==> src/rtl/counter_mod_updown.sv <==
// Parametrised up/down modulo counter with clock enable, synchronous load,
// combinational terminal count and a sticky wrap flag.
module counter_mod_updown #(
    parameter int              WIDTH = 4,
    parameter logic [WIDTH-1:0] MAX  = {WIDTH{1'b1}},
    parameter logic [WIDTH-1:0] INIT = '0
) (
    input  logic             CLK,
    input  logic             RESET,
    input  logic             CE,
    input  logic             UP,
    input  logic             LOAD,
    input  logic [WIDTH-1:0] LOAD_VAL,
    input  logic             CLR_OVF,
    output logic [WIDTH-1:0] O,
    output logic             TC,
    output logic             OVF
);

    localparam logic [WIDTH-1:0] ZERO = '0;
    localparam logic [WIDTH-1:0] ONE  = WIDTH'(1);

    if (WIDTH < 1) begin : g_bad_width
        $error("counter_mod_updown: WIDTH must be at least 1");
    end
    if (MAX == ZERO) begin : g_bad_max
        $error("counter_mod_updown: MAX must be non-zero");
    end
    if (INIT > MAX) begin : g_bad_init
        $error("counter_mod_updown: INIT must not exceed MAX");
    end

    logic [WIDTH-1:0] count_reg;
    logic [WIDTH-1:0] count_next;
    logic             ovf_reg;
    logic             ovf_next;
    logic             at_max;
    logic             at_zero;
    logic [WIDTH-1:0] load_sat;
    logic             tc_int;

    assign at_max   = (count_reg == MAX);
    assign at_zero  = (count_reg == ZERO);
    assign load_sat = (LOAD_VAL > MAX) ? MAX : LOAD_VAL;

    // TC flags the cycle whose edge will wrap; a load in the same cycle masks it.
    assign tc_int = CE & ~LOAD & (UP ? at_max : at_zero);

    always_comb begin
        count_next = count_reg;
        if (LOAD) begin
            count_next = load_sat;
        end else if (CE) begin
            if (UP) begin
                count_next = at_max ? ZERO : (count_reg + ONE);
            end else begin
                count_next = at_zero ? MAX : (count_reg - ONE);
            end
        end
    end

    // A wrap in the same cycle as a clear request keeps the flag set.
    assign ovf_next = tc_int | (ovf_reg & ~CLR_OVF);

    always_ff @(posedge CLK or negedge RESET) begin
        if (!RESET) begin
            count_reg <= INIT;
            ovf_reg   <= 1'b0;
        end else begin
            count_reg <= count_next;
            ovf_reg   <= ovf_next;
        end
    end

    assign O   = count_reg;
    assign TC  = tc_int;
    assign OVF = ovf_reg;

endmodule

==> config.mk <==
export PLATFORM = sky130hd
export DESIGN_NAME = counter_mod_updown
export DESIGN_NICKNAME = d
export VERILOG_FILES = /design/src/rtl/counter_mod_updown.sv
export SDC_FILE = /design/constraint.sdc
export NUM_CORES = 1
export LEC_CHECK = 0
export BUFFER_PORTS_ARGS = -buffer_cell sky130_fd_sc_hd__buf_2
export CORE_AREA = 3 3 40 42
export DETAILED_ROUTE_END_ITERATION = 16
export DIE_AREA = 0 0 43 45
export PLACE_DENSITY = 0.57
export SLEW_MARGIN = 10
export SYNTH_ARGS = -nofsm -noshare
export SYNTH_HDL_FRONTEND = slang
export SYNTH_SLANG_ARGS = --single-unit
==> constraint.sdc <==
create_clock -name CLK -period 2 [get_ports CLK]
set_clock_uncertainty 0.2 [all_clocks]
set_input_delay 0.4 -clock CLK [delete_from_list [all_inputs] [get_ports CLK]]
set_output_delay 0.4 -clock CLK [all_outputs]
set_load 0.005 [all_outputs]
==> impl_metrics.toml <==
[drt]
viasPerCell = 4.90
routed_wl_mm = 1.01
drt-initial-drc-count = 5
vias = 451
wl_per_cell_um = 11.0
dr.pass1.iters = 2
drc = 0
drtAntennaViolNets = 0

[placed_design]
gp_congestion = 0.727
pre_cts_slack_ns = 0.0362
portBuffers = 15

[sta]
finalHoldViolCount = 0
slew_headroom_pct = 82.0
report.final.slew_viol_count = 0
tns_ns = -0.170
setup_violations = 1
whs_ns = 0.162
setup_slack_ns = -0.170
fin_crit_ns = 2.17
rsz0062_at_grt = "yes"
finalCritPeriodShare_pct = 108
tightestPinTransition_ns = 0.270
fmax_mhz = 461

[final_layout]
drive_gt1_share_pct = 50.6
layout-area-overhead-vs-synth_pct = 57.0
n_antenna_cell = 0
utilization_pct = 48.3
fin_nets = 90
fillCellCount = 123

[synth]
yosysUniqueCellTypes = 24
avgSynthCellArea_um2 = 8.60
ys_ff_latch = 5
postSynthCellCount = 46
synthesis.nets = 58
syn_area_um2 = 395
yosysSeqAreaShare_pct = 31.6
ys_warn_count = 0

[pwr]
cellLeakagePower_nw = 0.324
peakVddDrop_v = 0.000348
power_density_nw_per_um2 = 655

[clock_tree]
clk_pin_slew_worst_paths_ns = 0.04
clk_latency_ns = 0.24
cts-root-buf = "clkbuf_4"
clock-sinks = 5
ctsHtreeMaxLevel = 1
clock_path_buffers = 2
numCtsBuffers = 3
cts_tree = "yes"

[floorplan]
die-area_um2 = 1940
core_um2 = 1280
die_w_um = 43
fp-row-count = 13
start_util_pct = 30.8
ios = 16
die_h_um = 45

[run]
cap_violations = 0

[grt]
grt_overflow = 0
grt_pass1_vias = 391
antenna_found_initial = 0
grt_use_total_pct = 11.7
grt_max_degree = 10
grt_pass1_wl_mm = 1.66

[setup_path]
start_kind = "flop"
r2r_start = "O[0]$_DFFE_PN0P_"
path_max_fanout = 5
worstSetupStartpoint = "O[1]$_DFFE_PN0P_"
path_class = "reg2out"
end_kind = "output port"
cp.required_ns = 1.40
crit_arrival_ns = 1.57

[min_path]
hp-class = "in2reg"
hold_start = "LOAD_VAL[0]"

[outcome]
violations = "negative setup slack"
outcome = "finished, violations left"
==> worst paths after layout <==
check | endpoint | slack (ns) | depth (start not counted)
max in group asynchronous | O[1]$_DFFE_PN0P_ | 1.17 | 2
setup / recovery | TC | -0.17 | 7
hold / removal | O[0]$_DFFE_PN0P_ | 0.16 | 3
hold reg to reg | OVF$_DFF_PN0_ | 0.28 | 1
min in group asynchronous | O[3]$_DFFE_PN0P_ | 0.30 | 2
setup reg to reg | O[0]$_DFFE_PN0P_ | 0.20 | 7
==> power by group <==
group / internal [mW] / switching (mW) / leakage (nW)
Sequential: 0.113 / 0.0111 / 0.0623
Clock: 0.0753 / 0.0399 / 0.0150
Combinational: 0.0949 / 0.0722 / 0.246
==> layout by cell type (no fill, tap or decap) <==
master         Yosys  layout
xnor2_1            1       1
a31o_2             1       1
dfrtp_1            5       5
dlygate4sd3_1      0       1
xor2_1             1       1
or3b_4             1       1
inv_1              5       3
nor3b_1            1       1
ha_1               2       1
o31ai_1            1       1
buf_4              0      13
clkbuf_1           1       1
nand4_1            2       2
a31oi_1            1       1
o21ai_0            5       4
o21ai_2            1       1
o311a_1            1       1
ha_4               0       1
and2b_1            1       1
o21ai_1            0       1
buf_2              0      15
clkbuf_4           0       3
nand2_1            4       4
a21oi_1            4       4
inv_2              0       2
nand2b_1           2       2
a221oi_2           1       1
a21o_1             1       1
nor2_1             2       2
mux2_2             1       1
==> cell type report <==
| type | instances | area [um^2] | area share [%] |
|---|---|---|---|
| sequential | 5 | 125 | 20.2 |
| timing repair buffer | 29 | 183 | 29.4 |
| tap | 15 | 18.8 | 3.02 |
| inverter | 5 | 18.8 | 3.02 |
| multi-input combinational | 34 | 249 | 40.1 |
| clock buffer | 4 | 26.3 | 4.23 |
==> per-stage QoR <==
stage,area [um^2],power [mW],cells
6_report,621,0.406,92
2_1_floorplan,395,0.201,46
3_3_place_gp,534,0.263,82
5_1_grt,621,0.443,92
3_5_place_dp,534,0.262,82
4_1_cts,598,0.397,89
==> critical path, cell delays in order, from the launching register on <==
cell	delay (ns)
dfrtp_1	0.38
buf_4	0.13
buf_4	0.14
ha_1	0.22
nand4_1	0.10
o21ai_1	0.06
and2b_1	0.17
buf_2	0.12
==> Yosys cell counts (all sizes together) <==
cell type  instances  area share [%]
xor2               1             2.2
nand4              2             3.2
a21oi              4             5.1
a221oi             1             3.8
xnor2              1             2.2
nand2b             2             3.2
nor2               2             1.9
buf                1             2.8
ha                 2             6.3
and2b              1             1.9
inv                5             4.7
dfrtp              5              32
mux2               1             2.8
nor3b              1             1.9
o31ai              1             1.9
o21ai              6             8.5
nand2              4             3.8
clkbuf             1            0.95
a31o               1             2.2
a21o               1             1.9
or3b               1             2.8
a31oi              1             1.6
o311a              1             2.5
==> cells by family after synthesis <==
kind of cell | after synthesis | synth area share, %
DFF | 5 | 31.6
xor gates and xnor gates | 2 | 4.43
adders and majority gates | 2 | 6.33
and+or+nand+nor | 13 | 18.7
muxes | 1 | 2.85
buffers and inverters | 7 | 8.54
AOI/OAI and AO/OA | 16 | 27.5
==> metal layers <==
metal	vias to the layer above	part of all wire [%]	GRT usage [%]
met5	-	0	0
li1	228	-	-
met3	2	8.8	6.37
met2	14	49	19.2
met1	207	41	13.9
met4	0	1.1	1.81
==> sequential cells by signal (all words and copies together), names as in the netlist <==
name	flops
OVF	1
O	4
==> repair_timing <==
item | in CTS | in global routing
setup buffers | 2 | 3
endpoints found under the setup margin | 1 | 1
hold buffers | 1 | 0
resized for setup | 5 | 0
pin swaps | 2 | 2
endpoints found under the hold margin | 5 | 0
(Power assumes the default switching activity.)
